## src/rtl/sigma_delta_adc_pkg.sv

```systemverilog
// sigma_delta_adc_pkg: shared audio-path types and width helpers for the sigma-delta capture path
package sigma_delta_adc_pkg;

    typedef enum logic [1:0] {IDLE, SETTLE, RUN} state_t;

    function automatic int width(input int msbi);
        return msbi + 1;
    endfunction

    function automatic int window(input int msbi);
        return 2 ** (msbi + 1);
    endfunction

endpackage

```

## src/rtl/sigma_delta_adc_sync_bit.sv

```systemverilog
// sync_bit: SYNC-deep single-bit synchroniser for asynchronous board inputs (comparator, ear)
module sync_bit #(
    parameter int SYNC = 2
) (
    input  logic clock,
    input  logic reset,
    input  logic d,
    output logic q
);

    logic [SYNC-1:0] r;

    always_ff @(posedge clock or negedge reset)
        if (!reset) r <= '0;
        else r <= {r[SYNC-2:0], d};

    assign q = r[SYNC-1];

endmodule

```

## src/rtl/sigma_delta_adc.sv

```systemverilog
// sigma_delta_adc: first-order sigma-delta ADC; drives RC feedback, decimates ones-count into a handshaked sample
module sigma_delta_adc
    import sigma_delta_adc_pkg::*;
#(
    parameter int MSBI = 5,
    parameter int SYNC = 2
) (
    input  logic          clock,
    input  logic          reset,
    input  logic          ce,
    input  logic          en,
    input  logic          cmp,
    output logic          fb,
    output logic [MSBI:0] dout,
    output logic          valid,
    input  logic          ready,
    output logic          ovr,
    input  logic          clear
);

    localparam int W = width(MSBI);

    state_t         state, state_nx;
    logic           cmp_s, fb_nx, step, wrap, deliver, set_ovr;
    logic [W-1:0]   cnt, cnt_nx, sample;
    logic [W:0]     acc, acc_nx, sum;

    sync_bit #(.SYNC(SYNC)) u_sync (
        .clock (clock),
        .reset (reset),
        .d     (cmp),
        .q     (cmp_s)
    );

    // a full window of ones reaches N, which does not fit W bits and is clamped
    assign sum     = acc + {{W{1'b0}}, fb};
    assign sample  = sum[W] ? '1 : sum[W-1:0];
    assign step    = en && ce && state != IDLE;
    assign wrap    = step && cnt == '1;
    assign deliver = wrap && state == RUN;
    assign set_ovr = deliver && valid && !ready;

    always_comb begin
        state_nx = state;
        fb_nx    = fb;
        cnt_nx   = cnt;
        acc_nx   = acc;
        if (!en) begin
            state_nx = IDLE;
            fb_nx    = 1'b0;
            cnt_nx   = '0;
            acc_nx   = '0;
        end else if (state == IDLE) begin
            state_nx = SETTLE;
        end else if (step) begin
            fb_nx    = ~cmp_s;
            cnt_nx   = cnt + 1'b1;
            acc_nx   = wrap ? '0 : sum;
            state_nx = wrap ? RUN : state;
        end
    end

    always_ff @(posedge clock or negedge reset)
        if (!reset) begin
            state <= IDLE;
            fb    <= 1'b0;
            cnt   <= '0;
            acc   <= '0;
        end else begin
            state <= state_nx;
            fb    <= fb_nx;
            cnt   <= cnt_nx;
            acc   <= acc_nx;
        end

    always_ff @(posedge clock or negedge reset)
        if (!reset) begin
            dout  <= '0;
            valid <= 1'b0;
            ovr   <= 1'b0;
        end else begin
            if (deliver) begin
                dout  <= sample;
                valid <= 1'b1;
            end else if (valid && ready) begin
                valid <= 1'b0;
            end
            ovr <= set_ovr || (ovr && !clear);
        end

endmodule

```

## config.mk

```make
export PLATFORM = sky130hd
export DESIGN_NAME = sigma_delta_adc
export DESIGN_NICKNAME = d
export VERILOG_FILES = /design/src/rtl/sigma_delta_adc_pkg.sv /design/src/rtl/sigma_delta_adc_sync_bit.sv /design/src/rtl/sigma_delta_adc.sv
export SDC_FILE = /design/constraint.sdc
export NUM_CORES = 1
export LEC_CHECK = 0
export BUFFER_PORTS_ARGS = -buffer_cell sky130_fd_sc_hd__buf_2
export CORE_UTILIZATION = 46
export CTS_CLUSTER_SIZE = 40
export DETAILED_ROUTE_END_ITERATION = 12
export PLACE_DENSITY = 0.66
export SLEW_MARGIN = 10
export SYNTH_ARGS = -nofsm -noshare
export SYNTH_HDL_FRONTEND = slang
export SYNTH_SLANG_ARGS = --single-unit
```

## constraint.sdc

```tcl
create_clock -name clock -period 2.3 [get_ports clock]
set_clock_uncertainty 0.05 [all_clocks]
set_input_delay 0.23 -clock clock [delete_from_list [all_inputs] [get_ports clock]]
set_output_delay 0.23 -clock clock [all_outputs]
set_load 0.1 [all_outputs]
```

==> reports/results.tsv, run 1 <==
stage	metric	value	unit
layout	post-route-cell-area	1380	µm²
setup_path	crit_path_end_kind	flop	
layout	area_growth	11.87	%
detailed_routing	via_per_inst	5.244	
synth	postSynthAreaPerCell	10.20	µm²
sta	relSlewSlack	0.6197	
floorplanning	num_io_pins	16	
floorplanning	die_x	53.79	µm
placement	place_area	1324	µm²
floorplanning	start_util	0.4935	
setup_path	setup.worst_path.start_class	flop	
synth	syn_area	1234	µm²
floorplanning	die-area	2893	µm²
global_routing	gr-total-overflow	0	
detailed_routing	drt-initial-drc-count	8	
clock_network	cts.htree.levels	1	
clock_network	cts_tree	done	
sta	setup_viol	0	
global_routing	grt_pass1_vias	776	
sta	final_max_slew_viol_count	0	
clock_network	postCtsSetupRepairBufs	0	
placement	post-dp-hpwl	1532	µm
global_routing	antenna_found_initial	0	
detailed_routing	final_antenna_net_count	0	
synth	synthDistinctLibCells	27	
setup_path	path_max_fanout	7	
detailed_routing	met3_length	64	µm
clock_network	cts_max_path_buffers	2	
global_routing	gr-usage-all-layers	0.1710	
detailed_routing	wl_per_cell	12.88	µm
synth	ys_seq_area_frac	0.5274	
sta	period_share	0.7874	
global_routing	grt_pass1_wl	3491	µm
detailed_routing	wl_met1	1123	µm
power_and_ir_drop	powerDensity	541.7	nW/µm²
clock_network	clock_latency	0.32	ns
detailed_routing	wl	2164	µm
run	maxCapViolations	0	
clock_network	cts_root_buf	clkbuf_4	
layout	drive_gt1_frac	0.1812	
sta	rsz0062_at_grt	no	
setup_path	criticalPathCategory	flop to flop	
sta	setup-tns-final	0	ns
detailed_routing	maxUsedRoutingLayer	met4	
sta	tightestPinTransition	0.5705	ns
detailed_routing	routed-wl-met2	951	µm
run_status	outcome	completed	
floorplanning	rows	18	
floorplanning	die_y	53.79	µm
detailed_routing	vias	881	
sta	max_clock_freq	552.1	MHz
detailed_routing	first_pass_iters	4	
synth	ys.warnings.count	0	
clock_network	cts.clk_slew.worst_paths	0.14	ns
placement	gp_congestion	0.7437	
layout	diodes	0	
synth	syn_inst	121	
layout	layout_common_cells	dfrtp_1 (26), buf_2 (15), nand2_1 (11), nor2_1 (11), nand3_1 (9)	
global_routing	grt_max_degree	27	
layout	fin_nets	149	
synth	syn_nets	131	
floorplanning	coreArea	2500	µm²
sta	hold_violations	0	
detailed_routing	drc	0	
power_and_ir_drop	ir_drop	332.8	µV
placement	port_buffers	15	
clock_network	cts_buffers	3	
setup_path	crit_arrival	1.96	ns
layout	final_common_cell	dfrtp_1	
min_path	hp-class	input pin to flop	
layout	nFillCells	227	
power_and_ir_drop	leakagePower	0.6470	nW
setup_path	cp.required	2.45	ns
synth	synth_seq_cells	26	
sta	fin_crit	1.811	ns
clock_network	numClockSinks	26	
## stage by stage
stage / utilization / power [mW] / hold slack [ns] / std cells / worst slack (ns)
after detailed placement: 0.5295 / 0.5223 / 0.2133 / 162 / 0.4817
final: 0.5521 / 0.7476 / 0.1218 / 168 / 0.4889
after floorplan: - / 0.5017 / -0.1156 / 121 / 0.1220
after CTS: 0.5521 / 0.7567 / 0.1174 / 168 / 0.4834
after global routing: 0.5521 / 0.7830 / 0.1152 / 168 / 0.3136
after global placement: 0.5295 / 0.5215 / 0.2046 / 162 / 0.5899
## where the power goes
group          switching, mW  total (mW)  internal (mW)  leakage [nW]
clock network          0.135       0.232         0.0969        0.0210
logic                 0.0323      0.0476         0.0153         0.271
registers            0.00474       0.468          0.463         0.355
total                  0.172       0.748          0.575         0.647
## state kept, by name, indices dropped and copies added, names as in the netlist
name      count
cnt           6
fb            1
state         2
dout          6
acc           7
ovr           1
u_sync.r      2
valid         1
## cells in the mapped netlist
library cell	instances	area share
dfrtp_1	26	0.53
nand2_1	11	0.033
nor2_1	11	0.033
nand3_1	9	0.037
and2_1	8	0.041
o21ai_0	8	0.032
xnor2_1	7	0.050
a31oi_1	6	0.030
inv_1	5	0.015
a21boi_0	3	0.018
buf_2	3	0.012
ha_1	3	0.030
xor2_1	3	0.021
a32o_1	2	0.016
nand3_2	2	0.016
nand4_1	2	0.010
o21a_1	2	0.012
a21o_2	1	0.0071
a21oi_1	1	0.0041
and4b_1	1	0.0081
buf_6	1	0.0091
clkbuf_1	1	0.0030
nand3b_1	1	0.0061
nor3_1	1	0.0041
nor3_4	1	0.013
o21ai_1	1	0.0041
or2_2	1	0.0051
## routing by layer
metal / vias up / global-route usage
met5: - / 0
met4: 0 / 0.05263
met3: 3 / 0.03390
met2: 16 / 0.2737
met1: 415 / 0.2316
li1: 447 / -
## critical path, cell delays in order, from the launching register on
cell and delay, ns:
dfrtp_1 0.43, ha_1 0.24, ha_1 0.25, nand2_1 0.09, nor2_1 0.04, xnor2_1 0.43
o21ai_0 0.17
## worst paths after layout
kind / startpoint / cells after the start / to / slack [ns]
setup / recovery: fb / 6 / acc[6] / 0.49
hold / removal: clear / 3 / ovr / 0.12
setup reg to reg: fb / 6 / acc[6] / 0.49
hold reg to reg: u_sync.r[0] / 0 / u_sync.r[1] / 0.32
max in group asynchronous: reset / 2 / acc[0] / 1.46
min in group asynchronous: reset / 2 / cnt[3] / 0.37
## cell families (layout without fill, tap and decap cells)
kind of cell | count (synthesis) | in the layout | synth area share
and+or+nand+nor | 48 | 48 | 0.2069
buffers and inverters | 10 | 27 | 0.03955
AOI/OAI and AO/OA | 24 | 24 | 0.1247
adders and majority gates | 3 | 3 | 0.03043
DFF | 26 | 26 | 0.5274
xor gates and xnor gates | 10 | 10 | 0.07100
## area by class of cell
| type | instances | area (µm²) | share of cell area |
|---|---|---|---|
| clock buffer | 4 | 36.28 | 0.02629 |
| inverter | 5 | 18.77 | 0.01360 |
| multi-input combinational | 85 | 534.3 | 0.3871 |
| sequential | 26 | 650.6 | 0.4714 |
| tap | 30 | 37.54 | 0.02720 |
| timing repair buffer | 18 | 102.6 | 0.07434 |
## repair_timing
action | in CTS | in global routing
hold buffers | 2 | 0
endpoints found under the hold margin | 27 | 0
resized for setup | 0 | 0
Note: power is estimated with default switching activity, not from simulation.
==> run 2, diff against run 1 <==
--- a/config.mk
+++ b/config.mk
@@ -5,11 +5,12 @@
 export SDC_FILE = /design/constraint.sdc
 export NUM_CORES = 1
 export LEC_CHECK = 0
+export ABC_AREA = 1
 export BUFFER_PORTS_ARGS = -buffer_cell sky130_fd_sc_hd__buf_2
 export CORE_UTILIZATION = 46
 export CTS_CLUSTER_SIZE = 40
 export DETAILED_ROUTE_END_ITERATION = 12
-export PLACE_DENSITY = 0.66
+export PLACE_DENSITY = 0.68
 export SLEW_MARGIN = 10
 export SYNTH_ARGS = -nofsm -noshare
 export SYNTH_HDL_FRONTEND = slang
==> constraint.sdc (replaced) <==
create_clock -name clock -period 1.65 [get_ports clock]
set_clock_uncertainty 0.05 [all_clocks]
set_input_delay 0.165 -clock clock [delete_from_list [all_inputs] [get_ports clock]]
set_output_delay 0.165 -clock clock [all_outputs]
set_load 0.1 [all_outputs]
==> run 2 against run 1 <==
  * First-iteration DRC count grew 25%
  * Synthesized area shrank 1.2%
  * Critical path depth grew 4
  * Clock power grew 38%
  * Count of clock-buffer cells in the layout is the same
  * Maximum frequency grew 19%
  * Synthesized cell count grew 17%
  * Critical path type unchanged
  * Largest cell class unchanged
  * Highest routed layer unchanged
==> reports/results.tsv, run 2 <==
stage	metric	value	unit	change
placement	place_inst	185		was 162
placement	gp_congestion	0.8593		was 0.7437
sta	max_clock_freq	654.8	MHz	was 552.1 MHz
sta	setup-tns-final	0	ns	unchanged
setup_path	cp.required	1.83	ns	was 2.45 ns
clock_network	cts.htree.levels	1		unchanged
synth	synthAdderAreaFrac	0.03080		was 0.03043
clock_network	cts_buffers	3		unchanged
clock_network	cts_resized	0		unchanged
floorplanning	num_io_pins	16		unchanged
layout	nFillCells	243		was 227
setup_path	setup.worst_path.start_class	flop		unchanged
global_routing	gr-total-overflow	0		unchanged
detailed_routing	vias	976		was 881
global_routing	grt_pass1_vias	928		was 776
detailed_routing	via_per_inst	5.083		was 5.244
power_and_ir_drop	total_power	1.096	mW	was 0.7476 mW
clock_network	cts_root_buf	clkbuf_4		unchanged
synth	postSynthAreaPerCell	8.643	µm²	was 10.20 µm²
global_routing	grt_pass1_wl	3912	µm	was 3491 µm
layout	diodes	0		unchanged
sta	final_max_slew_viol_count	0		unchanged
floorplanning	coreArea	2500	µm²	unchanged
global_routing	use_met3	0.02586		was 0.03390
run_status	outcome	completed		unchanged
global_routing	grt_util_met2	0.3625		was 0.2737
detailed_routing	first_pass_iters	4		unchanged
synth	syn_nets	151		was 131
sta	hold_violations	0		unchanged
synth	yosysTopAreaCellShare	0.5339		was 0.5274
floorplanning	die_x	53.47	µm	was 53.79 µm
power_and_ir_drop	powerDensity	767.8	nW/µm²	was 541.7 nW/µm²
global_routing	use_met1	0.2195		was 0.2316
clock_network	numClockSinks	26		unchanged
clock_network	cts.clk_slew.worst_paths	0.14	ns	about the same
synth	synth-edff-count	0		unchanged
layout	stdcell_count	192		was 168
layout	area_growth	17.15	%	was 11.87%
sta	setup_viol	0		unchanged
layout	final_common_cell	nand2_1		was dfrtp_1
sta	rsz0062_at_grt	no		unchanged
synth	yosysMostFrequentCell	nand2_1		was dfrtp_1
synth	synthTopCellsByArea	dfrtp_1 (53%), nand2_1 (11%), inv_1 (4.9%)		was dfrtp_1 (53%), xnor2_1 (5.0%), and2_1 (4.1%)
floorplanning	die-area	2859	µm²	was 2893 µm²
setup_path	path_max_fanout	5		was 7
clock_network	clock_latency	0.32	ns	about the same
global_routing	grt_max_degree	27		unchanged
layout	post-route-cell-area	1428	µm²	was 1380 µm²
synth	syn_area	1219	µm²	was 1234 µm²
clock_network	cts_tree	done		unchanged
layout	largest_reg_flops	7		unchanged
detailed_routing	wl	2449	µm	was 2164 µm
synth	synth_top_family_by_area	simple AND/OR/NAND/NOR gates		unchanged
placement	place_area	1361	µm²	was 1324 µm²
global_routing	antenna_found_initial	0		unchanged
synth	synth_flop_cell	dfrtp_1		unchanged
sta	relSlewSlack	0.6207		was 0.6197
layout	layout_common_cells	nand2_1 (36), dfrtp_1 (25), inv_1 (15), buf_2 (15), nor2_1 (14)		was dfrtp_1 (26), buf_2 (15), nand2_1 (11), nor2_1 (11), nand3_1 (9)
detailed_routing	wl_per_cell	12.76	µm	was 12.88 µm
synth	synth-xor-area-share	0.02156		was 0.07099
synth	netlist_top_cells_count	nand2_1 (36), dfrtp_1 (26), inv_1 (16), nor2_1 (14), nand3_1 (10)		was dfrtp_1 (26), nand2_1 (11), nor2_1 (11), nand3_1 (9)
floorplanning	rows	18		unchanged
sta	period_share	0.9256		was 0.7874
run	maxCapViolations	0		unchanged
synth	synth_largest_area_cell	dfrtp_1		unchanged
setup_path	criticalPathCategory	flop to flop		unchanged
synth	async_flop_share	1.000		unchanged
setup_path	crit_arrival	1.71	ns	was 1.96 ns
synth	synthDistinctLibCells	23		was 27
global_routing	gr-usage-all-layers	0.1954		was 0.1710
synth	synth_mux_area_frac	0		unchanged
clock_network	cts_max_path_buffers	2		unchanged
layout	top_register	acc		unchanged
synth	synth_compound_area_frac	0.1047		was 0.1247
detailed_routing	final_antenna_net_count	0		unchanged
placement	post-dp-hpwl	1879	µm	was 1532 µm
layout	drive_gt1_frac	0.2037		was 0.1812
synth	ys.warnings.count	0		unchanged
floorplanning	start_util	0.4875		was 0.4935
detailed_routing	drt-initial-drc-count	10		was 8
sta	timing.hold.ws	0.04450	ns	was 0.1218 ns
sta	fin_crit	1.527	ns	was 1.811 ns
synth	synthSimpleGateAreaFrac	0.2505		was 0.2069
power_and_ir_drop	leakagePower	0.7319	nW	was 0.6470 nW
synth	synth_seq_cells	26		unchanged
layout	fin_nets	173		was 149
floorplanning	die_y	53.47	µm	was 53.79 µm
min_path	hp-class	input pin to flop		unchanged
synth	syn_inst	141		was 121
power_and_ir_drop	ir_drop	575.0	µV	was 332.8 µV
sta	tightestPinTransition	0.5689	ns	was 0.5705 ns
synth	ys_seq_area_frac	0.5339		was 0.5274
detailed_routing	drc	0		unchanged
layout	largestRegisters	acc (7), cnt (6), dout (6)		unchanged
setup_path	crit_path_end_kind	flop		unchanged
placement	port_buffers	15		unchanged
global_routing	gr-max-usage-layer	met2		unchanged
## run 2: critical path, stage by stage, from the launching register on
cell,delay [ns]
dfrtp_4,0.52
ha_4,0.18
ha_4,0.16
nand3_2,0.09
nor2_1,0.05
nand2_1,0.05
nand2_1,0.08
inv_2,0.10
nand2_1,0.06
nand2_1,0.07
nand2_1,0.05
## run 2: report_power, final
part,leakage [nW],total [mW],internal [mW],switching [mW]
combinational,0.359,0.0954,0.0337,0.0617
clock,0.0210,0.320,0.135,0.185
sequential,0.352,0.681,0.660,0.0211
total,0.732,1.10,0.828,0.268
## run 2: repair_timing
action	4_1_cts	5_1_grt
hold buffers	3	0
setup buffers	0	0
hold endpoints to repair	28	0
## run 2: logic make-up (layout without fill, tap and decap cells)
group,count (synthesis),count (layout)
AO/OA/AOI/OAI,22,22
adder cells (fa/ha/maj),3,3
flip-flops,26,26
XOR/XNOR,3,3
AND/OR/NAND/NOR,69,69
buffers and inverters,18,39
## run 2: worst paths after layout
check                                  from     endpoint  slack [ns]  cells past startpoint
worst max register to register           fb      dout[3]        0.12                     10
max in group asynchronous             reset           fb        0.82                      2
worst max-delay path                     fb      dout[3]        0.12                     10
worst min register to register  u_sync.r[0]  u_sync.r[1]        0.32                      0
min in group asynchronous             reset       acc[2]        0.30                      2
worst min-delay path                  ready        valid        0.04                      4
## run 2: stage by stage
stage,utilization,setup WS (ns)
2_1_floorplan,-,0.03631
4_1_cts,0.5711,0.1089
3_5_place_dp,0.5445,0.1318
6_report,0.5711,0.1227
5_1_grt,0.5711,0.0005504
3_3_place_gp,0.5445,0.1768
## run 2: area by class of cell
cell class | instances | area (µm²) | area share
Inverter | 16 | 60.06 | 0.04207
Sequential cell | 26 | 654.4 | 0.4584
Timing Repair Buffer | 19 | 112.6 | 0.07888
Clock buffer | 4 | 36.28 | 0.02542
Tap cell | 30 | 37.54 | 0.02629
Multi-Input combinational cell | 97 | 526.8 | 0.3690
## run 2: metal layers
layer / routed length [µm] / vias to the layer above
met1: 1065 / 459
met5: 0 / -
met3: 49 / 4
met4: 29 / 0
li1: - / 500
met2: 1303 / 13
